File: src/rtl/led_sequencer.sv
// One-hot LED chaser: four selectable patterns, run-time dwell in ticks, pause control.
// Latency: pos/led/wrap are registered and change on the clock edge that takes the step.
// Backpressure: none; enable=0 freezes every counter and the lit LED in place.
module led_sequencer #(
  parameter int NUM_LEDS = 8,
  parameter int CLK_HZ   = 10000000,
  parameter int TICK_HZ  = 1000,
  parameter int DWELL_W  = 16,
  parameter int POS_W    = $clog2(NUM_LEDS)
) (
  input  logic                clk,
  input  logic                rstn,
  input  logic [1:0]          mode,
  input  logic [DWELL_W-1:0]  dwell_ms,
  input  logic                enable,
  output logic [NUM_LEDS-1:0] led,
  output logic [POS_W-1:0]    pos,
  output logic                wrap
);

  // Prescaler divides clk down to the dwell time base.
  localparam int DIV     = CLK_HZ / TICK_HZ;
  localparam int PRESC_W = (DIV > 1) ? $clog2(DIV) : 1;

  localparam logic [PRESC_W-1:0] PRESC_MAX = PRESC_W'(DIV - 1);
  localparam logic [POS_W-1:0]   POS_LAST  = POS_W'(NUM_LEDS - 1);
  localparam logic [POS_W-1:0]   POS_PEN   = POS_W'(NUM_LEDS - 2);
  localparam logic [POS_W-1:0]   POS_ONE   = POS_W'(1);
  localparam logic [POS_W-1:0]   POS_TWO   = POS_W'(2);

  localparam logic [1:0] MODE_ASC = 2'd0;
  localparam logic [1:0] MODE_ILV = 2'd1;
  localparam logic [1:0] MODE_DSC = 2'd2;
  localparam logic [1:0] MODE_PP  = 2'd3;

  // Ping-pong direction; only meaningful in MODE_PP.
  localparam logic DIR_UP   = 1'b0;
  localparam logic DIR_DOWN = 1'b1;

  logic [PRESC_W-1:0]  presc_q, presc_d;
  logic [DWELL_W-1:0]  dwell_cnt_q, dwell_cnt_d;
  logic [POS_W-1:0]    pos_q, pos_d;
  logic [NUM_LEDS-1:0] led_q, led_d;
  logic                dir_q, dir_d;
  logic                wrap_q, wrap_d;

  logic                tick;
  logic                step;
  logic [DWELL_W-1:0]  dwell_lim;
  logic [POS_W-1:0]    pos_nxt;
  logic                dir_nxt;

  // Tick on the prescaler terminal count; step once the dwell has been served.
  // The >= compare lets a lowered dwell_ms take effect at the very next tick.
  always_comb begin
    dwell_lim = (dwell_ms == '0) ? '0 : dwell_ms - DWELL_W'(1);
    tick      = enable && (presc_q == PRESC_MAX);
    step      = tick && (dwell_cnt_q >= dwell_lim);
  end

  // Next LED index from the current position under the currently selected mode.
  always_comb begin
    pos_nxt = pos_q;
    dir_nxt = DIR_UP;
    case (mode)
      MODE_ASC: begin
        pos_nxt = (pos_q == POS_LAST) ? '0 : pos_q + POS_ONE;
      end
      MODE_ILV: begin
        if (pos_q == POS_LAST) begin
          pos_nxt = '0;
        end else if (pos_q == POS_PEN) begin
          pos_nxt = POS_ONE;
        end else begin
          pos_nxt = pos_q + POS_TWO;
        end
      end
      MODE_DSC: begin
        pos_nxt = (pos_q == '0) ? POS_LAST : pos_q - POS_ONE;
      end
      MODE_PP: begin
        if (dir_q == DIR_UP) begin
          if (pos_q == POS_LAST) begin
            pos_nxt = POS_PEN;
            dir_nxt = DIR_DOWN;
          end else begin
            pos_nxt = pos_q + POS_ONE;
            dir_nxt = DIR_UP;
          end
        end else begin
          if (pos_q == '0) begin
            pos_nxt = POS_ONE;
            dir_nxt = DIR_UP;
          end else begin
            pos_nxt = pos_q - POS_ONE;
            dir_nxt = DIR_DOWN;
          end
        end
      end
      default: begin
        pos_nxt = pos_q;
        dir_nxt = DIR_UP;
      end
    endcase
  end

  // Advance prescaler and dwell counter while enabled; take the step when due.
  always_comb begin
    presc_d     = presc_q;
    dwell_cnt_d = dwell_cnt_q;
    pos_d       = pos_q;
    led_d       = led_q;
    dir_d       = dir_q;
    wrap_d      = 1'b0;
    if (enable) begin
      presc_d = tick ? '0 : presc_q + PRESC_W'(1);
      if (step) begin
        dwell_cnt_d = '0;
        pos_d       = pos_nxt;
        led_d       = NUM_LEDS'(1) << pos_nxt;
        dir_d       = dir_nxt;
        wrap_d      = (pos_nxt == '0);
      end else if (tick) begin
        dwell_cnt_d = dwell_cnt_q + DWELL_W'(1);
      end
    end
  end

  // State registers; reset lights LED0 and clears all counters.
  always_ff @(posedge clk or negedge rstn) begin
    if (!rstn) begin
      presc_q     <= '0;
      dwell_cnt_q <= '0;
      pos_q       <= '0;
      led_q       <= NUM_LEDS'(1);
      dir_q       <= DIR_UP;
      wrap_q      <= 1'b0;
    end else begin
      presc_q     <= presc_d;
      dwell_cnt_q <= dwell_cnt_d;
      pos_q       <= pos_d;
      led_q       <= led_d;
      dir_q       <= dir_d;
      wrap_q      <= wrap_d;
    end
  end

  assign led  = led_q;
  assign pos  = pos_q;
  assign wrap = wrap_q;

endmodule
File: config.mk
export PLATFORM = sky130hd
export DESIGN_NAME = led_sequencer
export DESIGN_NICKNAME = d
export VERILOG_FILES = /design/src/rtl/led_sequencer.sv
export SDC_FILE = /design/constraint.sdc
export NUM_CORES = 1
export LEC_CHECK = 0
export ABC_AREA = 1
export BUFFER_PORTS_ARGS = -buffer_cell sky130_fd_sc_hd__buf_2
export CAP_MARGIN = 20
export CORE_MARGIN = 8
export CORE_UTILIZATION = 50
export DETAILED_ROUTE_END_ITERATION = 7
export PLACE_DENSITY = 0.7
export SYNTH_ARGS = -nofsm -noshare
export SYNTH_HDL_FRONTEND = slang
export SYNTH_SLANG_ARGS = --single-unit
File: constraint.sdc
create_clock -name clk -period 2.4 [get_ports clk]
set_input_delay 0.36 -clock clk [delete_from_list [all_inputs] [get_ports clk]]
set_output_delay 0.36 -clock clk [all_outputs]
set_load 0.01 [all_outputs]
## Word-level counts from Yosys, hierarchy flattened

Index checks and enable logic that the tools add are counted.

| word-level totals | value |
|---|---|
| input port bits | 21 |
| word-level logic and storage cells | 47 |
| register bits | 43 |
| output and inout port bits | 12 |

| operators by class | value |
|---|---|
| reduce and logical (&&, ||, !) cells | 9 |
| shift operators | 1 |
| add/sub/neg operators | 6 |
| order comparisons | 1 |
| multiplexer cells | 18 |
| equality and inequality tests | 6 |

Operators with widths:

| kind | count |
|---|---|
| $mux 16 | 3 |
| $mux 3 | 7 |
| $add 16x1->16 const B | 1 |
| $ge 16x16->1 | 1 |
| $logic_not 16->1 | 1 |
| $sub 16x1->16 const B | 1 |
| $add 14x1->14 const B | 1 |
| $eq 14x14->1 const B | 1 |
| $mux 14 | 1 |
| $pmux 3 s4 | 1 |
| $shl 1x3->8 const A | 1 |
| $eq 3x3->1 const B | 2 |
| $logic_not 3->1 | 2 |
| $mux 1 | 6 |
| $eq 2x2->1 const B | 2 |
| $reduce_and 2->1 | 2 |
| $add 3x1->3 const B | 1 |
| $add 3x2->3 const B | 1 |
| $sub 3x1->3 const B | 1 |
| $eq 2x1->1 const B | 1 |
| $logic_and 1x1->1 | 2 |
| $logic_not 2->1 | 1 |
| $reduce_bool 2->1 | 1 |

## Longest topological paths before layout

| depth | value |
|---|---|
| word-level depth | 7 |
| depth in mapped cells | 21 |
| gate-level depth less buffers | 20 |

## Least setup slack after synthesis

OpenSTA, ideal clock, no wires.

| path | value |
|---|---|
| path type | input to register |
| from | input dwell_ms[0] |
| to | register led_q[4] (netlist: led[4]) |
| data arrival time | 2.404 ns |
| setup time | 0.117 ns |
| stages | 18 |
| data required time | 2.283 ns |
| path buffers | 1 |
| slack | -0.121 ns |
| cell sequence | inv_1 ha_1 nand2_1 nor3_1 nand2_1 xnor2_1 nand2_1 ha_1 nand2_1 inv_1 nand2_1 a21oi_1 nor2_2 nand2_2 nand2_1 buf_4 nand2_1 nand2_1 |

| on the way | value |
|---|---|
| cells in the longest elaborated chain, start to end | 5 |
| elaborated cells between the ends (all ways) | 6 |
| classes of those cells | 1 x add/sub; 1 x order compare; 1 x mux; 3 x reduce/logical |

Ends and longest elaborated chain:

| element | line | source |
|---|---|---|
| from (decl) | 14 | `input logic [DWELL_W-1:0] dwell_ms,` |
| $sub 16x1->16 / $logic_not 16->1 (equally long branches) | 56 | `dwell_lim = (dwell_ms == '0) ? '0 : dwell_ms - DWELL_W'(1);` |
| $mux 16 * | 56 |  |
| $ge 16x16->1 * | 58 | `step = tick && (dwell_cnt_q >= dwell_lim);` |
| $logic_and 1x1->1 * | 58 |  |
| $reduce_and 2->1 (no source line) * | n/a |  |
| to (signal assigned) | 142 | `led_q <= led_d;` |
| to (decl) | 43 | `logic [NUM_LEDS-1:0] led_q, led_d;` |

Every way passes the cells marked *; elsewhere a longest branch is shown, timed or not.
A chain may end at the register's enable or synchronous reset.

## Worst setup path after layout

| path | value |
|---|---|
| from | input dwell_ms[7] |
| to | register led_q[1] (netlist: led[1]) |

Same word-level chain as after synthesis.

==> report_table.html <==
<table>
<tr><th>Metric</th><th>Value</th></tr>
<tr><th colspan="2">Timing</th></tr>
<tr><td>Count of endpoints failing hold in the final timing report</td><td>0</td></tr>
<tr><td>Clock period minus final worst setup slack</td><td>2.348 ns</td></tr>
<tr><td>Unrepaired setup endpoints after global routing</td><td>yes</td></tr>
<tr><td>Worst-Margin Slew</td><td>0.9625 ns</td></tr>
<tr><td>Part of the cycle the worst path needs</td><td>97.81%</td></tr>
<tr><td>Number of slew-limit violations in the final report</td><td>0</td></tr>
<tr><td>Worst rel slew slack</td><td>35.84%</td></tr>
<tr><td>Maximum achievable frequency</td><td>0.4260 GHz</td></tr>
<tr><td>Setup-violating endpoint count in the final report</td><td>0</td></tr>
<tr><td>Fin Clk Skew</td><td>0.005751 ns</td></tr>
<tr><th colspan="2">Power and ir drop</th></tr>
<tr><td>Pwr Density</td><td>437.7 mW/mm^2</td></tr>
<tr><td>Leakage</td><td>2.401 nW</td></tr>
<tr><td>Peak supply drop</td><td>0.0004446 V</td></tr>
<tr><th colspan="2">Logic synthesis</th></tr>
<tr><td>Number of warnings printed during yosys synthesis</td><td>0</td></tr>
<tr><td>Total standard cell area after synthesis</td><td>0.003495 sq mm</td></tr>
<tr><td>Synthesized area per cell</td><td>6.720 sq um</td></tr>
<tr><td>Sequential cell area fraction in the yosys report</td><td>30.83%</td></tr>
<tr><td>Cell count after synthesis</td><td>520</td></tr>
<tr><td>Net count after synthesis</td><td>568</td></tr>
<tr><td>Flip-flop and latch count after synthesis</td><td>43</td></tr>
<tr><td>Library cells used by synthesis</td><td>35</td></tr>
<tr><th colspan="2">Die</th></tr>
<tr><td>Number of rows created at floorplan</td><td>30</td></tr>
<tr><td>Core outline area</td><td>0.006794 sq mm</td></tr>
<tr><td>Initial core utilization</td><td>51.44%</td></tr>
<tr><td>Die boundary width</td><td>99.60 microns</td></tr>
<tr><td>Total Die Area</td><td>0.009920 sq mm</td></tr>
<tr><td>Vertical extent of the die</td><td>99.60 microns</td></tr>
<tr><td>I/O pin count</td><td>33</td></tr>
<tr><th colspan="2">Clocking</th></tr>
<tr><td>Post-cts hold buffer count</td><td>0</td></tr>
<tr><td>Clock latency of the later-clocked register in the worst-skew pair</td><td>0.30 ns</td></tr>
<tr><td>TritonCTS Sinks</td><td>43</td></tr>
<tr><td>Clk pin slew, worst setup/hold paths</td><td>0.08 ns</td></tr>
<tr><td>Number of H-tree levels</td><td>2</td></tr>
<tr><td>TritonCTS clock tree</td><td>yes</td></tr>
<tr><td>Number of buffers between clock root and the deepest sink</td><td>2</td></tr>
<tr><td>CTS Buf Count</td><td>5</td></tr>
<tr><td>CTS Root Cell</td><td>sky130_fd_sc_hd__clkbuf_8</td></tr>
<tr><th colspan="2">Routing</th></tr>
<tr><td>Number of vias after detailed routing</td><td>3,513</td></tr>
<tr><td>Number of optimization iterations in the first detailed-route pass</td><td>4</td></tr>
<tr><td>Post-route DRC</td><td>0</td></tr>
<tr><td>Wire length per cell</td><td>12.80 microns</td></tr>
<tr><td>Vias per cell</td><td>5.121</td></tr>
<tr><td>Starting DRC count in detailed routing</td><td>197</td></tr>
<tr><td>Total wirelength of the detailed-routed design</td><td>8780 microns</td></tr>
<tr><td>Antenna violation net count after detailed routing</td><td>0</td></tr>
<tr><th colspan="2">GRT</th></tr>
<tr><td>Initial antenna violation count</td><td>0</td></tr>
<tr><td>Number of global-route vias before repair</td><td>3,450</td></tr>
<tr><td>Pin count of the biggest net entering global routing</td><td>44</td></tr>
<tr><td>Wire length of the first global-routing pass</td><td>14,730 microns</td></tr>
<tr><td>All-layer global routing usage</td><td>17.65%</td></tr>
<tr><td>Total gr overflow</td><td>0</td></tr>
<tr><th colspan="2">Cells and area</th></tr>
<tr><td>Number of diodes</td><td>0</td></tr>
<tr><td>Most common cell after layout, fill and taps aside</td><td>sky130_fd_sc_hd__nand2_1</td></tr>
<tr><td>Final non-filler cell total</td><td>686</td></tr>
<tr><td>Growth of design area from synthesis to finish</td><td>26.85%</td></tr>
<tr><td>Most frequent cells in the layout</td><td>152 x sky130_fd_sc_hd__nand2_1, 66 x sky130_fd_sc_hd__inv_1, 49 x sky130_fd_sc_hd__nand3_1, 49 x sky130_fd_sc_hd__nor2_1, 42 x sky130_fd_sc_hd__dfrtp_1</td></tr>
<tr><td>Layout net count</td><td>637</td></tr>
<tr><td>Fill count</td><td>596</td></tr>
<tr><td>Fraction of final layout cells with drive strength greater than 1</td><td>22.88%</td></tr>
<tr><td>Post-Route Utilization</td><td>65.25%</td></tr>
<tr><th colspan="2">Status</th></tr>
<tr><td>Result of the run</td><td>completed</td></tr>
<tr><th colspan="2">Setup path</th></tr>
<tr><td>Launch point of the worst path</td><td>dwell_ms[7]</td></tr>
<tr><td>Critical path start-end classification</td><td>in -&gt; reg</td></tr>
<tr><td>Setup crit end kind</td><td>flop</td></tr>
<tr><td>Kind of start point of the critical path</td><td>primary input</td></tr>
<tr><td>Reg2reg setup slack</td><td>0.47 ns</td></tr>
<tr><td>Data arrival time of the critical path</td><td>2.59 ns</td></tr>
<tr><td>Worst endpoint required time</td><td>2.64 ns</td></tr>
<tr><td>Critical R2R Capture</td><td>led[4]$_DFFE_PN0P_</td></tr>
<tr><td>Worst reg-to-reg path cell count</td><td>10</td></tr>
<tr><td>Startpoint of the most critical register-to-register path</td><td>pos[0]$_DFFE_PN0P_</td></tr>
<tr><td>Critical path peak fanout</td><td>8</td></tr>
<tr><th colspan="2">Placement</th></tr>
<tr><td>Routability cong.</td><td>0.9144</td></tr>
<tr><td>Number of placed cells counting well taps</td><td>672</td></tr>
<tr><td>Number of I/O port buffers</td><td>32</td></tr>
<tr><td>Half-perimeter wire length after placement</td><td>6594 microns</td></tr>
<tr><th colspan="2">Min path</th></tr>
<tr><td>Worst min path class</td><td>in -&gt; async</td></tr>
<tr><th colspan="2">Run</th></tr>
<tr><td>Number of violations of the max-capacitance limit</td><td>0</td></tr>
</table>
## sequential cells by signal (all words and copies together) (netlist names)
name and flops:
pos 3, presc_q 14, dwell_cnt_q 16, wrap 1
led 8, dir_q 1
## cell families (layout without fill, tap and decap cells)
kind of cell	after synthesis	in the layout	synth area share, %
simple gates	317	318	40.10
compound gates	33	33	5.407
buf+inv	80	149	8.987
flops	43	43	30.83
xor+xnor	20	20	5.013
fa+ha+maj	27	27	9.667
## cell type report
cell class | count | area [sq um] | area share, %
multi-input combinational | 398 | 2376 | 53.60
inverter | 76 | 300.3 | 6.774
clock inverter | 2 | 35.03 | 0.7903
clock buffer | 6 | 82.58 | 1.863
sequential | 43 | 1077 | 24.30
tap | 96 | 120.1 | 2.710
timing repair buffer | 65 | 441.7 | 9.963
## what timing repair did
item	CTS	global route
endpoints found under the setup margin	27	29
gates resized for setup	9	60
gates cloned	1	0
pin swaps	7	30
buffers inserted	1	4
## layer usage
layer | wire length [microns] | vias to the layer above | global-route usage, %
met5 | 0 | - | 0
met2 | 4459 | 57 | 30.89
met1 | 3959 | 1636 | 21.87
li1 | - | 1811 | -
met3 | 287 | 9 | 3.422
met4 | 73 | 0 | 3.609
## power by group
group / total, mW / internal, mW / switching (mW)
combinational: 0.489 / 0.174 / 0.315
sequential: 0.873 / 0.801 / 0.0722
clock: 0.579 / 0.337 / 0.242
## critical path, cell delays in order
cell	delay, ns
sky130_fd_sc_hd__buf_2	0.13
sky130_fd_sc_hd__nor2_4	0.11
sky130_fd_sc_hd__nand2_2	0.09
sky130_fd_sc_hd__nor2_4	0.14
sky130_fd_sc_hd__inv_2	0.06
sky130_fd_sc_hd__nor2_4	0.19
sky130_fd_sc_hd__buf_6	0.12
sky130_fd_sc_hd__a31oi_2	0.07
sky130_fd_sc_hd__ha_1	0.30
sky130_fd_sc_hd__nand4_1	0.13
sky130_fd_sc_hd__nor2_1	0.15
sky130_fd_sc_hd__nor2_1	0.05
sky130_fd_sc_hd__nand2_1	0.07
sky130_fd_sc_hd__nand2_2	0.08
sky130_fd_sc_hd__buf_6	0.12
sky130_fd_sc_hd__a21oi_4	0.24
sky130_fd_sc_hd__nand2_1	0.09
sky130_fd_sc_hd__nand2_1	0.06
## metrics by stage
step	instance area, sq um	setup slack [ns]	hold slack, ns	power, mW	setup TNS, ns
finish	4433	0.05249	0.2115	1.940	0
global route	4433	-0.09507	0.2864	2.065	-0.8587
CTS	4153	0.01680	0.2372	1.927	0
detailed placement	3985	-0.3749	0.4630	1.334	-9.850
global placement	3985	-0.2962	0.4572	1.319	-7.651
floorplan	3527	0.01352	0.06441	1.184	0
## synth_stat cells (all sizes together)
master,number,area (sq um)
nand2,162,613.1
inv,76,285.3
nor2,63,251.5
nand3,55,292.8
dfrtp,42,1051
ha,27,337.8
nand4,18,118.9
o21ai,15,75.07
xor2,15,131.4
a21oi,14,81.33
nor3,13,85.08
xnor2,5,43.79
buf,4,28.78
a21o,1,7.510
a31oi,1,6.260
and2,1,6.260
and2b,1,7.510
and3,1,6.260
dfstp,1,26.28
nand3b,1,7.510
nor4,1,6.260
o211ai,1,7.510
o21bai,1,11.26
or2,1,6.260
## worst max path at each step
stage                                             to  depth (start not counted)  slack (ns)
after global routing              led[0]$_DFFE_PN1P_                         18        -0.1
final                             led[1]$_DFFE_PN0P_                         18        0.05
after detailed placement  dwell_cnt_q[3]$_DFFE_PN0P_                         20       -0.37
after global placement            led[1]$_DFFE_PN0P_                         20       -0.30
after CTS                         led[1]$_DFFE_PN0P_                         19        0.02
after floorplan                   led[4]$_DFFE_PN0P_                         18        0.01
No activity file was read; power rests on OpenSTA's default activity.
